File: src/rtl/if_stage.sv
// Instruction-fetch stage: owns the PC, requests the synchronous instruction SRAM,
// buffers the returned instruction across decode stalls and redirects on branches.
module if_stage #(
  parameter logic [31:0] RESET_PC = 32'h1c000000
) (
  input  logic        clk,
  input  logic        reset,
  input  logic        ds_allowin,
  input  logic [32:0] br_bus,
  output logic        fs_to_ds_valid,
  output logic [63:0] fs_to_ds_bus,
  output logic        inst_sram_en,
  output logic [3:0]  inst_sram_we,
  output logic [31:0] inst_sram_addr,
  output logic [31:0] inst_sram_wdata,
  input  logic [31:0] inst_sram_rdata
);

  logic        fs_valid;
  logic [31:0] fs_pc;
  logic        req_d;
  logic [31:0] inst_buf;
  logic        buf_valid;

  logic        br_taken;
  logic [31:0] br_target;
  logic [31:0] seq_pc;
  logic [31:0] nextpc;
  logic        to_fs_valid;
  logic        fs_ready_go;
  logic        fs_allowin;
  logic [31:0] fs_inst;

  assign br_taken    = br_bus[32];
  assign br_target   = br_bus[31:0];
  assign seq_pc      = fs_pc + 32'd4;
  assign nextpc      = br_taken ? br_target : seq_pc;
  assign to_fs_valid = ~reset;
  assign fs_ready_go = 1'b1;

  // A taken branch forces fs open so the redirect request goes out regardless of decode stalls.
  assign fs_allowin = ~fs_valid | (fs_ready_go & ds_allowin) | br_taken;

  assign inst_sram_en    = to_fs_valid & fs_allowin;
  assign inst_sram_we    = '0;
  assign inst_sram_addr  = nextpc;
  assign inst_sram_wdata = '0;

  assign fs_inst        = buf_valid ? inst_buf : inst_sram_rdata;
  assign fs_to_ds_valid = fs_valid & fs_ready_go & ~br_taken;
  assign fs_to_ds_bus   = {fs_pc, fs_inst};

  always_ff @(posedge clk) begin
    if (reset) begin
      fs_valid <= 1'b0;
      fs_pc    <= RESET_PC - 32'd4;
      req_d    <= 1'b0;
    end else if (fs_allowin) begin
      fs_valid <= to_fs_valid;
      fs_pc    <= nextpc;
      req_d    <= inst_sram_en;
    end else begin
      req_d    <= 1'b0;
    end
  end

  // rdata is only valid on the first stall cycle (req_d), so it is captured exactly once.
  always_ff @(posedge clk) begin
    if (reset) begin
      inst_buf  <= '0;
      buf_valid <= 1'b0;
    end else if (br_taken || (fs_valid && ds_allowin)) begin
      buf_valid <= 1'b0;
    end else if (fs_valid && req_d && !ds_allowin) begin
      inst_buf  <= inst_sram_rdata;
      buf_valid <= 1'b1;
    end
  end

endmodule

File: config.mk
export PLATFORM = sky130hd
export DESIGN_NAME = if_stage
export DESIGN_NICKNAME = d
export VERILOG_FILES = /design/src/rtl/if_stage.sv
export SDC_FILE = /design/constraint.sdc
export NUM_CORES = 1
export LEC_CHECK = 0
export ABC_CLOCK_PERIOD_IN_PS = 4080
export CAP_MARGIN = 30
export CORE_MARGIN = 2
export CORE_UTILIZATION = 46
export DETAILED_ROUTE_END_ITERATION = 6
export PLACE_DENSITY = 0.87
export SLEW_MARGIN = 5
export SYNTH_ARGS = -nofsm -noshare
export SYNTH_HDL_FRONTEND = slang
export SYNTH_SLANG_ARGS = --single-unit
File: constraint.sdc
create_clock -name clk -period 4.08 [get_ports clk]
set_input_delay 0.408 -clock clk [delete_from_list [all_inputs] [get_ports clk]]
set_output_delay 0.408 -clock clk [all_outputs]
set_load 0.1 [all_outputs]
; Word level (Yosys, flattened, before mapping)
; Index checks and enable logic that the tools add are counted.
[word_totals]
elab_cells = 25
in_bits = 68
register_bits = 67
[op_classes]
bitwise_logic = 9
n_addsub = 1
n_mux = 2
n_reduce_logical = 8
[ops]
columns = op, count
row1 = 32-bit two-way mux, 2
row2 = "32-bit by 3-bit adder with 32-bit output, second input constant", 1
row3 = 1-bit NOT, 5
row4 = 2-bit OR reduction, 2
row5 = 1-bit logical AND, 3
row6 = 1-bit bitwise AND, 2
row7 = 1-bit bitwise OR, 2
row8 = 2-bit AND reduction, 1
row9 = 1-bit logical NOT, 1
row10 = 1-bit logical OR, 1

; Logic depth before layout (Yosys ltp)
[logic_depth]
ltp_word = 5
depth_mapped = 6
depth_no_buf = 5

; Worst setup path after synthesis
; No wires, ideal clock.
[synth_timing]
path_kind = reg2out
from = register fs_pc[9]
to = output inst_sram_addr[31]
t_arrival_ps = 6751
stages_incl_launch_ff = 6
t_required_ps = 3672
path_slack_ps = -3079
path_buffers = 1
cell_sequence = dfxtp_1 buf_2 nand4_1 nor4_1 a31oi_1 a2111oi_0
[synth_between]
elab_chain_len = 2
[synth_lines]
columns = element, line
row1 = "start, declared", 20  ; logic [31:0] fs_pc;
row2 = "start signal, assigned", 56  ; fs_pc <= RESET_PC - 32'd4;
row3 = "start signal, assigned", 60  ; fs_pc <= nextpc;
row4 = 32-bit by 3-bit adder with 32-bit output, 36  ; assign seq_pc = fs_pc + 32'd4;
row5 = 32-bit two-way mux, 37  ; assign nextpc = br_taken ? br_target : seq_pc;
row6 = "end, declared", 14  ; output logic [31:0] inst_sram_addr,
; Every way passes these cells.

; Worst setup path in the final report
[layout_timing]
from = register fs_pc[4]
to = output inst_sram_addr[27]
; Same word-level chain as after synthesis.

==> impl_metrics.json <==
{
  "p_seq_share_pct": 27.9,
  "fmax_mhz": 294,
  "synth_xor_area_share_pct": 1.56,
  "via_count": 4909,
  "final_nets": 787,
  "critical_path_class": "reg -> out",
  "crit_start": "fs_pc[4]",
  "setup_tns_ns": 0,
  "core_um2": 9640,
  "grt_setup_unrepaired": "false",
  "layout_common_cells": "104 x clkdlybuf4s50_1, 88 x nand2_1, 67 x dfxtp_1, 67 x buf_4, 45 x a21oi_1",
  "fp.dieArea_um2": 10600,
  "cpMaxStageDelayCell": "or4_1",
  "critPathRequiredTime_ns": 3.67,
  "diodes": 0,
  "die_y_um": 103,
  "synth_edf_count": 0,
  "synth_top_family_by_area": "simple AND/OR/NAND/NOR gates",
  "stdcell_area_um2": 6230,
  "grt_pass1_wl_um": 21400,
  "worst_slew_pin_slew_ns": 1.04,
  "clkPwrFrac_pct": 23.8,
  "top_usage_layer": "met2",
  "multi_input_area_um2": 2890,
  "cp-end-kind": "primary output",
  "fin_crit_ns": 3.41,
  "synth.top_cells.by_area": "dfxtp_1 30%, mux2_2 9.8%, nand2_1 7.4%",
  "yosys.area_share.adder_pct": 0.279,
  "relSlewSlack_pct": 30.7,
  "synth-simple-area-share_pct": 27.9,
  "synth_area_um2": 4490,
  "synth_seq_cells": 67,
  "min_path_type": "reg -> reg",
  "synth_compound_area_share_pct": 19.5,
  "cts-htree-levels": 3,
  "place_congestion": 0.902,
  "dieWidth_um": 103,
  "io_buffer_count": 165,
  "worstHoldStart": "inst_buf[23]",
  "internal-power_uw": 1330,
  "r2r_start": "fs_pc[4]",
  "vdd_drop_max_mv": 0.301,
  "final.setup_skew_ns": 0.0164,
  "track_usage_pct": 25.2,
  "fin_crit_sh_pct": 83.5,
  "power_uw": 2660,
  "seq_area_frac_synth_pct": 29.9,
  "cp_cell_sequence": "nand3_1, or4_1, o31a_1, nor3_4, buf_4",
  "start_util_pct": 46.5,
  "p_comb_share_pct": 48.3,
  "clk_path_buf_depth": 2,
  "dr.pass1.iters": 5,
  "final-setup-viol-count": 0,
  "cp_data_arrival_time_ns": 3.00,
  "max_stage_delay_ns": 0.88,
  "ant_nets": 0,
  "cts_root_buffer": "clkbuf_8",
  "grt_pass1_vias": 4454,
  "cts-resized-gates": 0,
  "cts_tree": "done",
  "swShare_pct": 49.9,
  "worstPathMaxFanout": 13,
  "clock_sinks": 67,
  "crit_path_start_kind": "register",
  "hold_slack_ns": 0.456,
  "synthArstFlopShare_pct": 0,
  "muxShareOfSynthArea_pct": 10.0,
  "synthCells": 580,
  "power_density_nw_per_um2": 427,
  "synth_largest_area_cell": "dfxtp_1",
  "met2_usage_pct": 42.9,
  "rows": 36,
  "grt_max_degree": 67,
  "drt_wl_total_um": 14100,
  "ys_types": 57,
  "drc": 0,
  "syn_area_per_cell_um2": 7.74,
  "cts_buffers": 9,
  "final_common_cell": "clkdlybuf4s50_1",
  "yosys_warnings": 0,
  "grt_overflow": 0,
  "outcome": "finished clean",
  "dp_hpwl_um": 10200,
  "met3_usage_pct": 4.07,
  "clkLatencyLatePin_ns": 0.34,
  "grt_antenna_before_repair": 0,
  "dr.first_iter.drc_count": 311,
  "fill_cells": 831,
  "switching_power_uw": 1330,
  "final_util_pct": 64.6,
  "hold_viol_final": 0,
  "boundaryPins": 202,
  "use_met1_pct": 32.6,
  "cts_setup_buffers": 0,
  "maxCapViolations": 0,
  "hold_buffers": 0,
  "clkTransAtPathRegs_ns": 0.08,
  "ys.flop_type": "dfxtp_1",
  "seq_area_um2": 1340,
  "drive_gt1_share_pct": 21.7,
  "vias_per_cell": 5.73,
  "area_growth_pct": 38.8,
  "synth_top_area_share_pct": 29.9,
  "finalMaxSlewViolations": 0,
  "leakagePower_uw": 0.00239,
  "placed_cell_area_um2": 6000,
  "avgRoutedWirePerCell_um": 16.4
}
## Yosys cell counts (all sizes together) (8+ instances only)
cell type	instances
nand2	88
dfxtp	67
a21oi	46
buf	43
nor2	41
clkbuf	39
mux2	39
nand3	19
nor3	18
o21ai	15
nand4	13
nor4	13
and4	9
a2111oi	8
and3	8
## layout make-up
type,count,area share (%)
clock inverter,7,1.63
tap,133,2.67
multi-input combinational,459,46.4
inverter,7,0.422
timing repair buffer,174,25.4
sequential,67,21.5
clock buffer,9,1.99
## path summary, 6_finish.rpt
check,to,slack [ns],cells after the start
setup / recovery,inst_sram_addr[27],0.67,5
hold reg to reg,inst_buf[23],0.46,2
hold / removal,inst_buf[23],0.46,2
setup reg to reg,fs_pc[23],1.43,4
## metal layers
| metal | up-vias | wire [µm] |
|---|---|---|
| met5 | - | 0 |
| met1 | 2329 | 5540 |
| met4 | 0 | 284 |
| li1 | 2313 | - |
| met2 | 239 | 7140 |
| met3 | 28 | 1110 |
## kinds of logic (layout without fill, tap and decap cells)
logic type	Yosys count	in the layout
xor+xnor	8	8
flops	67	67
buf+inv	89	197
other cells	1	36
mux	40	40
simple gates	246	246
compound gates	128	128
fa+ha+maj	1	1
## power groups by stage
stage / sequential, µW / clock [µW] / combinational [µW]
finish: 743 / 633 / 1290
global route: 749 / 673 / 1330
CTS: 741 / 640 / 1280
detailed placement: 756 / 0 / 1280
global placement: 752 / 0 / 1270
floorplan: 916 / 0 / 867
## worst max-delay path: cells and delay by family, from the launching register on
family	cells	cell delay, ns
flops	1	0.47
simple gates	3	1.49
buf+inv	1	0.30
compound gates	1	0.40
## state kept, by name, summed over array words and instances, names as in the netlist
| name | cells |
|---|---|
| buf_valid | 1 |
| fs_pc | 32 |
| fs_valid | 1 |
| inst_buf | 32 |
| req_d | 1 |
## stage by stage
| stage | setup slack, ns | cells |
|---|---|---|
| finish | 0.674 | 856 |
| CTS | 0.699 | 856 |
| floorplan | -0.352 | 615 |
| global placement | 1.15 | 839 |
| detailed placement | 1.08 | 840 |
| global route | 0.500 | 856 |
(Power assumes the default switching activity.)
